==> src/rtl/park_gate_controller.sv <==
// park_gate_controller
//
// Entry/exit gate controller for an 8-space parking lot. On entry it assigns
// the lowest free space and a per-car pattern taken from a free-running 3-bit
// LFSR, and remembers that pattern for the space. On exit it checks the token
// presented for the claimed space against the stored pattern. A valid token
// frees the space and opens the gate; an invalid token is rejected.
//
// Handshake: arrive_req / leave_req are levels. The controller samples them only
// in IDLE, answers with a one-cycle grant / leave_ok / leave_err pulse, then
// refuses to return to IDLE until both requests are low again. A request that
// stays high is therefore served exactly once.
//
// Ports:
//   clk          system clock, rising edge
//   rst_n        asynchronous active-low reset
//   arrive_req   car waiting at the entry (level)
//   leave_req    car waiting at the exit (level)
//   leave_slot   space number claimed by the exiting car
//   leave_token  token presented by the exiting car
//   park_number  assigned space (held until the next grant)
//   pattern      assigned pattern (held until the next grant)
//   grant        one-cycle pulse: park_number/pattern just updated
//   leave_ok     one-cycle pulse: exit accepted
//   leave_err    one-cycle pulse: exit rejected
//   gate_open    gate actuator, high for GATE_CYCLES cycles per accepted car
//   occupancy    bit i set = space i occupied
//   free_count   number of free spaces, 0..8
//   full         all spaces occupied
`timescale 1ns/1ps

module park_gate_controller #(
  parameter int unsigned GATE_CYCLES = 4
) (
  input  logic       clk,
  input  logic       rst_n,
  input  logic       arrive_req,
  input  logic       leave_req,
  input  logic [2:0] leave_slot,
  input  logic [2:0] leave_token,
  output logic [2:0] park_number,
  output logic [2:0] pattern,
  output logic       grant,
  output logic       leave_ok,
  output logic       leave_err,
  output logic       gate_open,
  output logic [7:0] occupancy,
  output logic [3:0] free_count,
  output logic       full
);

  typedef enum logic [1:0] {
    IDLE    = 2'd0,
    GATE    = 2'd1,
    RELEASE = 2'd2
  } state_t;

  state_t     state, state_next;
  logic [3:0] gate_cnt, gate_cnt_next;
  logic [2:0] lfsr;
  logic [2:0] stored_pattern [8];
  logic [7:0] occ_next;
  logic [2:0] low_free;
  logic       exit_valid;
  logic       do_grant, do_ok, do_err;

  function automatic logic [3:0] popcount8(input logic [7:0] v);
    logic [3:0] n;
    n = 4'd0;
    for (int i = 0; i < 8; i++) n = n + {3'd0, v[i]};
    return n;
  endfunction

  // Lowest clear bit of occupancy; scanning downward lets the lowest index win.
  always_comb begin
    low_free = 3'd0;
    for (int i = 7; i >= 0; i--) begin
      if (!occupancy[i]) low_free = 3'(i);
    end
  end

  assign exit_valid = occupancy[leave_slot] &&
                      (leave_token == (leave_slot ^ stored_pattern[leave_slot]));

  assign gate_open = (state == GATE);

  always_comb begin
    state_next    = state;
    gate_cnt_next = gate_cnt;
    occ_next      = occupancy;
    do_grant      = 1'b0;
    do_ok         = 1'b0;
    do_err        = 1'b0;
    case (state)
      IDLE: begin
        // Exit takes priority over entry when both are waiting.
        if (leave_req) begin
          if (exit_valid) begin
            do_ok                = 1'b1;
            occ_next[leave_slot] = 1'b0;
            state_next           = GATE;
            gate_cnt_next        = 4'(GATE_CYCLES - 1);
          end else begin
            do_err     = 1'b1;
            state_next = RELEASE;
          end
        end else if (arrive_req && !full) begin
          do_grant           = 1'b1;
          occ_next[low_free] = 1'b1;
          state_next         = GATE;
          gate_cnt_next      = 4'(GATE_CYCLES - 1);
        end
      end
      GATE: begin
        // gate_cnt counts the remaining open cycles after the current one.
        if (gate_cnt == 4'd0) state_next = RELEASE;
        else                  gate_cnt_next = gate_cnt - 4'd1;
      end
      RELEASE: begin
        if (!arrive_req && !leave_req) state_next = IDLE;
      end
      default: state_next = IDLE;
    endcase
  end

  always_ff @(posedge clk or negedge rst_n) begin
    if (!rst_n) begin
      state       <= IDLE;
      gate_cnt    <= 4'd0;
      lfsr        <= 3'b001;
      occupancy   <= 8'h00;
      free_count  <= 4'd8;
      full        <= 1'b0;
      park_number <= 3'd0;
      pattern     <= 3'd0;
      grant       <= 1'b0;
      leave_ok    <= 1'b0;
      leave_err   <= 1'b0;
      for (int i = 0; i < 8; i++) stored_pattern[i] <= 3'd0;
    end else begin
      state      <= state_next;
      gate_cnt   <= gate_cnt_next;
      lfsr       <= {lfsr[1:0], lfsr[2] ^ lfsr[1]};
      occupancy  <= occ_next;
      // Derived from the next occupancy so all three status outputs move together.
      free_count <= 4'd8 - popcount8(occ_next);
      full       <= &occ_next;
      grant      <= do_grant;
      leave_ok   <= do_ok;
      leave_err  <= do_err;
      if (do_grant) begin
        park_number              <= low_free;
        pattern                  <= lfsr;
        stored_pattern[low_free] <= lfsr;
      end
    end
  end

endmodule

==> config.mk <==
export PLATFORM = sky130hd
export DESIGN_NAME = park_gate_controller
export DESIGN_NICKNAME = d
export VERILOG_FILES = /design/src/rtl/park_gate_controller.sv
export SDC_FILE = /design/constraint.sdc
export NUM_CORES = 1
export LEC_CHECK = 0
export ABC_AREA = 0
export CAP_MARGIN = 20
export CELL_PAD_IN_SITES_DETAIL_PLACEMENT = 1
export CELL_PAD_IN_SITES_GLOBAL_PLACEMENT = 2
export CORE_MARGIN = 8
export CORE_UTILIZATION = 33
export DETAILED_ROUTE_END_ITERATION = 16
export PLACE_DENSITY_LB_ADDON = 0.1
export SLEW_MARGIN = 5
export SYNTH_ARGS = -nofsm -noshare
export SYNTH_HDL_FRONTEND = slang
export SYNTH_SLANG_ARGS = --single-unit
==> constraint.sdc <==
create_clock -name clk -period 4.22 [get_ports clk]
set_input_delay 0.844 -clock clk [delete_from_list [all_inputs] [get_ports clk]]
set_output_delay 0.844 -clock clk [all_outputs]
set_load 0.03 [all_outputs]
==> run summary, run 1 <==
===============================================================================
Run status ....................................................... complete, but fails checks
Violated checks .................................................. setup timing
Register bit total from synthesis ................................           55
Most frequent cells in the layout ................................ 56 x sky130_fd_sc_hd__buf_4, 53 x sky130_fd_sc_hd__dfrtp_1, 28 x sky130_fd_sc_hd__clkdlybuf4s50_1
Ys async rst share ...............................................         1.00
Overall power after layout .......................................      2.06 mW
First-pass GRT wire length .......................................      13.3 mm
Quantity of I/O buffers inserted on ports ........................           32
Die Span X .......................................................       110 µm
Number of global-route vias before repair ........................         2433
Number of warnings issued by yosys ...............................            0
Number of max-cap violations .....................................            0
Most common cell after layout, fill and taps aside ............... sky130_fd_sc_hd__buf_4
Endpoint of the most critical register-to-register path .......... free_count[2]
Final critical path time including I/O delays and setup ..........      4.42 ns
Clock Path Buffers ...............................................            2
Antenna violations before repair .................................            0
Total of endpoints with negative setup slack in the final report .            3
CP Data Arrival Time .............................................      4.70 ns
Largest net degree at the start of global routing ................           38
Final routed wire length divided by cell count ...................      18.4 µm
Startpoint of the worst setup timing path ........................ leave_slot[2]
Overall Global Routing Usage .....................................        0.145
Synthesized netlist net count ....................................          282
Unrepaired setup endpoints after global routing ..................         true
Number of I/O pins ...............................................           33
Initial Util .....................................................        0.337
Worst max-slew margin expressed relative to the limit ............        0.407
Hold buffers post-CTS ............................................            0
Clock tree from TritonCTS ........................................         done
CTS clk-pin slew, worst paths ....................................      0.11 ns
Final setup TNS ..................................................    -0.411 ns
Synth-to-layout area growth ......................................        36.9%
Global placement routability congestion ..........................        0.850
Total number of placement rows ...................................           34
Max Clock Skew ...................................................    0.0135 ns
Setup slack of the critical path after layout ....................    -0.199 ns
Number of buffers added by the clock tree synthesis step .........            5
Number of distinct library cells after synthesis .................           56
Count of antenna-violating nets left after detailed routing ......            0
Worst hold-check path type ....................................... flop to flop
Detailed placer's ending HPWL ....................................      6.23 mm
Endpoint of the worst setup timing path .......................... free_count[2]
Root Driver ...................................................... sky130_fd_sc_hd__clkbuf_8
Worst reg-to-reg setup slack .....................................      0.05 ns
Count of flip-flops with a built-in enable after synthesis .......            0
Critical path data required time .................................      4.50 ns
Startpoint of the most critical register-to-register path ........ stored_pattern[15]
Area leader, netlist ............................................. sky130_fd_sc_hd__dfrtp_1
Largest fanout on the critical path ..............................            5
Leak .............................................................      1.88 nW
Share of the cycle needed by the critical path after routing .....         1.05
Worst Path Class, Setup .......................................... input pin to flop
DRC errors left ..................................................            0
Post-synthesis instance total ....................................          261
Synth Area per Inst ..............................................     11.1 µm²
Final hold violation count .......................................            0
Leading cell types by total area after synthesis ................. sky130_fd_sc_hd__dfrtp_1 46%, sky130_fd_sc_hd__mux2_2 10%, sky130_fd_sc_hd__ha_1 3.0%, sky130_fd_sc_hd__nand2_1 2.8%, sky130_fd_sc_hd__fa_1 2.8%
Max Fclk .........................................................      226 MHz
Maximum level of the CTS H-tree ..................................            2
Primary flip-flop cell chosen by synthesis mapping ............... sky130_fd_sc_hd__dfrtp_1
Die H ............................................................       110 µm
Pre-Repair DR Iteration Count ....................................            4
Post-synth top area share ........................................        0.456
Number of cells in the finished layout apart from fillers ........          460
Total standard cell area after synthesis .........................  0.00291 mm²
Clock insertion delay at the later pin of the skew report ........      0.32 ns
Crit end category ................................................         flop
Total vias in the final route ....................................         2345
Initial DRC count ................................................           87
Fraction of final layout cells sized beyond drive strength 1 .....        0.364
Final Max Tran Viols .............................................            0
ANT cells ........................................................            0
Post-Route WL ....................................................      8.47 mm
Final cell utilization of the core ...............................        0.461
Crit start category ..............................................    input pin
Inst Count DP ....................................................          441
Largest voltage drop on the vdd net ..............................     0.402 mV
Average via count per standard cell ..............................         5.10
Die footprint ....................................................   0.0121 mm²
Depth of the most critical reg-to-reg path .......................           12
Cell Pwr Density .................................................   519 mW/mm²
Placeable core region ............................................  0.00864 mm²
Share of synthesized area occupied by flip-flops and latches .....        0.474
Total grt overflow ...............................................            0
Post-layout net count ............................................          372
Number of clock sinks ............................................           55
Slew at the pin closest to its max-slew limit ....................     0.890 ns
Pre-CTS WS .......................................................     -1.16 ns
===============================================================================
## where the power goes
group          switching, mW  leakage [nW]  internal (mW)
sequential            0.0569         0.704          0.617
combinational          0.575          1.12          0.504
clock                  0.191        0.0485          0.120
## cell type report
class / instances / area, µm²
Clock inverter: 3 / 22.5
Tap cell: 108 / 135
Sequential cell: 55 / 1380
Fill cell: 965 / 4660
Clock buffer: 5 / 68.8
Multi-Input combinational cell: 180 / 1480
Timing Repair Buffer: 94 / 841
Inverter: 15 / 58.8
## Yosys cell counts (all sizes together), types with 2 or more instances
cell type,instances
or3,3
and2,6
a21oi,7
nand3,6
a211o,2
nor2b,4
nor2,12
nor4,2
a32oi,2
xor2,2
nand2b,9
a31o,3
mux2,29
o311ai,2
o211ai,2
or3b,2
buf,3
a31oi,3
nand2,22
a21o,2
dfrtp,53
inv,14
nor3,4
dfstp,2
and3b,2
xnor2,2
o32a,2
o21ai,9
clkbuf,8
nand4,4
o32ai,2
and4,2
fa,4
mux2i,4
ha,7
nor3b,5
## critical path, cell delays in order
cell                      delay, ns
sky130_fd_sc_hd__buf_12        0.11
sky130_fd_sc_hd__mux2_4        0.28
sky130_fd_sc_hd__mux4_2        0.51
sky130_fd_sc_hd__xnor2_2       0.18
sky130_fd_sc_hd__nand4_1       0.17
sky130_fd_sc_hd__or3_4         0.45
sky130_fd_sc_hd__o32a_1        0.38
sky130_fd_sc_hd__inv_1         0.08
sky130_fd_sc_hd__fa_1          0.42
sky130_fd_sc_hd__ha_2          0.19
sky130_fd_sc_hd__fa_1          0.45
sky130_fd_sc_hd__fa_2          0.36
sky130_fd_sc_hd__ha_4          0.26
## timing repair
action	in CTS	in global routing
pin swaps	13	10
endpoints found under the hold margin	0	0
gates resized for setup	32	4
setup endpoints to repair	4	3
setup buffers	7	3
cloned	0	1
## per-stage QoR
step | area, µm² | hold slack (ns)
5_1_grt | 3980 | 0.511
6_report | 3980 | 0.484
3_5_place_dp | 3700 | 0.471
2_1_floorplan | 2920 | 0.352
4_1_cts | 3920 | 0.497
3_3_place_gp | 3700 | 0.464
## flip-flops by register name (all words and copies together) (netlist names)
| register | flops |
|---|---|
| grant | 1 |
| leave_ok | 1 |
| occupancy | 8 |
| gate_cnt | 4 |
| leave_err | 1 |
| state | 2 |
| park_number | 3 |
| full | 1 |
| lfsr | 3 |
| pattern | 3 |
| stored_pattern | 24 |
| free_count | 4 |
## cells by family (layout without fill, tap and decap cells)
| family | Yosys count | in the layout | synth area share |
|---|---|---|---|
| simple gates | 87 | 87 | 0.163 |
| flops | 55 | 55 | 0.474 |
| compound gates | 43 | 43 | 0.115 |
| mux | 34 | 34 | 0.135 |
| buf+inv | 26 | 117 | 0.0370 |
| fa+ha+maj | 12 | 12 | 0.0611 |
| xor+xnor | 4 | 4 | 0.0146 |
## layer usage
metal / vias to the layer above / global-route usage / wire length (µm)
met3: 6 / 0.0258 / 299
met1: 1191 / 0.198 / 4050
met4: 0 / 0.0318 / 70
met5: - / 0 / 0
met2: 38 / 0.232 / 4050
li1: 1110 / - / -
## worst min-delay path by stage
stage,startpoint,to,slack [ns],cells after the start
after floorplan,lfsr[1],lfsr[2],0.35,0
after global placement,pattern[1],pattern[1],0.46,2
after detailed placement,pattern[2],pattern[2],0.47,2
after CTS,pattern[2],pattern[2],0.50,2
after global routing,lfsr[0],lfsr[1],0.51,0
final,pattern[1],pattern[1],0.48,2
(Power assumes the default switching activity.)
==> inputs of run 2 (changes only) <==
- MAX_ROUTING_LAYER: default -> met4
- SLEW_MARGIN: 5 -> default
==> run summary, run 2 (same netlist as run 1, synthesis figures left out) <==
===============================================================================
Detailed placer's ending HPWL ....................................      6.23 mm   unchanged
Critical path data required time .................................      4.49 ns   about the same
Worst hold-check path type ....................................... flop to flop
Final Max Tran Viols .............................................            0   unchanged
Final critical path time including I/O delays and setup ..........      4.42 ns   +0.00271 ns
Reg area .........................................................  0.00138 mm²   unchanged
Run status ....................................................... complete, but fails checks
Largest voltage drop on the vdd net ..............................     0.401 mV   -0.24%
Pre-CTS WS .......................................................     -1.16 ns   unchanged
Hold path start ..................................................   pattern[1]
Overall Global Routing Usage .....................................        0.149   +0.00424
Switching share of power .........................................        0.398   about the same
Synth-to-layout area growth ......................................        36.9%   unchanged
Number of global-route vias before repair ........................         2426   -0.29%
Largest Register ................................................. stored_pattern
Layout filler cell count .........................................          965   unchanged
Reported net switching power .....................................       822 µW   about the same
Startpoint of the most critical register-to-register path ........ stored_pattern[15]
Bufs and invs on worst path ......................................            2   unchanged
Worst Path Class, Setup .......................................... input pin to flop
Clock tree from TritonCTS ........................................         done
Maximum level of the CTS H-tree ..................................            2   unchanged
Total of endpoints with negative setup slack in the final report .            3   unchanged
First-pass GRT wire length .......................................      13.2 mm   -0.31%
Largest fanout on the critical path ..............................            5   unchanged
Cell family with the largest share of critical-path delay ........  adder cells
Clock Path Buffers ...............................................            2   unchanged
Number of buffers added by the clock tree synthesis step .........            5   unchanged
Quantity of I/O buffers inserted on ports ........................           32   unchanged
Antenna violations before repair .................................            0   unchanged
Cell Pwr Density .................................................   518 mW/mm²   about the same
Violated checks .................................................. setup timing
Final hold violation count .......................................            0   unchanged
ANT cells ........................................................            0   unchanged
Registers with the most flip-flops ............................... stored_pattern: 24 flops, occupancy: 8 flops
Critical path, cell by cell ...................................... buf_12, mux2_4, mux4_2, xnor2_2, nand4_1, or3_4, o32a_1, inv_1, fa_1, ha_2, fa_1, fa_2, ha_4
Total vias in the final route ....................................         2336   -0.38%
Average via count per standard cell ..............................         5.08   -0.38%
Number of I/O pins ...............................................           33   unchanged
Cell repeated most along the worst path .......................... sky130_fd_sc_hd__fa_1
Clock insertion delay at the later pin of the skew report ........      0.32 ns   about the same
Total grt overflow ...............................................            0   unchanged
Count of antenna-violating nets left after detailed routing ......            0   unchanged
Startpoint of the worst setup timing path ........................ leave_slot[2]
Die footprint ....................................................   0.0121 mm²   unchanged
Multi-input combinational cell area ..............................  0.00148 mm²   unchanged
Post-layout net count ............................................          372   unchanged
Final setup TNS ..................................................    -0.419 ns   -0.00865 ns
Slew at the pin closest to its max-slew limit ....................     0.895 ns   +0.00519 ns
Largest net degree at the start of global routing ................           38   unchanged
Number of cells in the finished layout apart from fillers ........          460   unchanged
Max Fclk .........................................................      226 MHz   about the same
Crit end category ................................................         flop
Leak .............................................................      1.88 nW   unchanged
Pre-Repair DR Iteration Count ....................................            4   unchanged
Fraction of final layout cells sized beyond drive strength 1 .....        0.364   unchanged
Max Clock Skew ...................................................    0.0107 ns   -0.00284 ns
Max reg flops ....................................................           24   unchanged
Part of the total power dissipated in the clock network ..........        0.150   about the same
Crit start category ..............................................    input pin
Post-Route WL ....................................................      8.47 mm   unchanged
Setup slack of the critical path after layout ....................    -0.202 ns   -0.00271 ns
Internal power component .........................................      1.24 mW   about the same
Die H ............................................................       110 µm   unchanged
CP Data Arrival Time .............................................      4.69 ns   about the same
Most frequent cells in the layout ................................ 56 x sky130_fd_sc_hd__buf_4, 53 x sky130_fd_sc_hd__dfrtp_1, 28 x sky130_fd_sc_hd__clkdlybuf4s50_1
Inst Count DP ....................................................          441   unchanged
Global placement routability congestion ..........................        0.863   +1.6%
Number of clock sinks ............................................           55   unchanged
Overall power after layout .......................................      2.06 mW   about the same
Number of max-cap violations .....................................            0   unchanged
Initial Util .....................................................        0.337   unchanged
Most common cell after layout, fill and taps aside ............... sky130_fd_sc_hd__buf_4
Share of the cycle needed by the critical path after routing .....         1.05   about the same
Initial DRC count ................................................           70   -20%
Power share of the combinational group ...........................        0.523   about the same
Max incr delay on CP .............................................      0.51 ns   about the same
Worst max-slew margin expressed relative to the limit ............        0.403   -0.00346
DRC errors left ..................................................            0   unchanged
CTS clk-pin slew, worst paths ....................................      0.11 ns   about the same
Final routed wire length divided by cell count ...................      18.4 µm   unchanged
Placeable core region ............................................  0.00864 mm²   unchanged
Cell with the largest stage delay on the worst path .............. sky130_fd_sc_hd__mux4_2
Die Span X .......................................................       110 µm   unchanged
Root Driver ...................................................... sky130_fd_sc_hd__clkbuf_8
Unrepaired setup endpoints after global routing ..................         true
Total number of placement rows ...................................           34   unchanged
Part of the total power dissipated in sequential elements ........        0.327   about the same
===============================================================================
## run 2: cell counts in the layout (fill, tap and decap cells not counted)
Identical to the previous run, type by type.
## run 2: worst reg2reg max path, delay by kind of cell (launching register included)
family	cells	cell delay (ns)
AND/OR/NAND/NOR	2	0.62
multiplexers	2	0.76
AO/OA/AOI/OAI	1	0.38
XOR/XNOR	1	0.18
buffers and inverters	1	0.08
flip-flops	1	0.42
adder cells (fa/ha/maj)	5	1.68
## run 2: repair_timing
item                                    in CTS  in global routing
pin swaps                                   13                 10
resized for setup                           32                  4
endpoints found under the setup margin       4                  3
cloned                                       0                  1
buffers inserted                             7                  3
hold buffers                                 0                  0
## run 2: layer usage
| layer | vias up | wire length, µm | global-route usage | share of wire |
|---|---|---|---|---|
| li1 | 1114 | - | - | - |
| met1 | 1182 | 4120 | 0.200 | 0.49 |
| met2 | 36 | 4040 | 0.230 | 0.48 |
| met3 | 4 | 248 | 0.0246 | 0.029 |
| met4 | 0 | 55 | 0.0318 | 0.0065 |
| met5 | - | 0 | - | 0 |
## run 2: final timing paths
path                                     end  slack, ns  cells after the start
max                            free_count[2]      -0.20                     13
min                               pattern[1]       0.48                      2
max reg2reg                    free_count[2]       0.05                     12
min reg2reg                       pattern[1]       0.48                      2
max in group asynchronous       occupancy[3]       2.79                      2
min in group asynchronous  stored_pattern[3]       0.64                      1
## run 2: power by group through the flow
| stage | clock network (mW) | registers (mW) | logic, mW |
|---|---|---|---|
| after floorplan | 0 | 0.820 | 0.441 |
| after global placement | 0 | 0.687 | 1.01 |
| after detailed placement | 0 | 0.687 | 1.03 |
| after CTS | 0.322 | 0.676 | 1.08 |
| after global routing | 0.344 | 0.688 | 1.19 |
| final | 0.309 | 0.674 | 1.08 |
## run 2: stage by stage
stage                     hold WS [ns]   util  area, µm²
after floorplan                  0.352      -       2920
after global placement           0.464  0.428       3700
after detailed placement         0.471  0.428       3700
after CTS                        0.497  0.454       3920
after global routing             0.511  0.461       3980
final                            0.484  0.461       3980
## run 2: layout make-up
class / instances / share of cell area
multi-input combinational: 180 / 0.371
sequential: 55 / 0.346
timing repair buffer: 94 / 0.211
tap: 108 / 0.0340
clock buffer: 5 / 0.0173
inverter: 15 / 0.0148
clock inverter: 3 / 0.00566
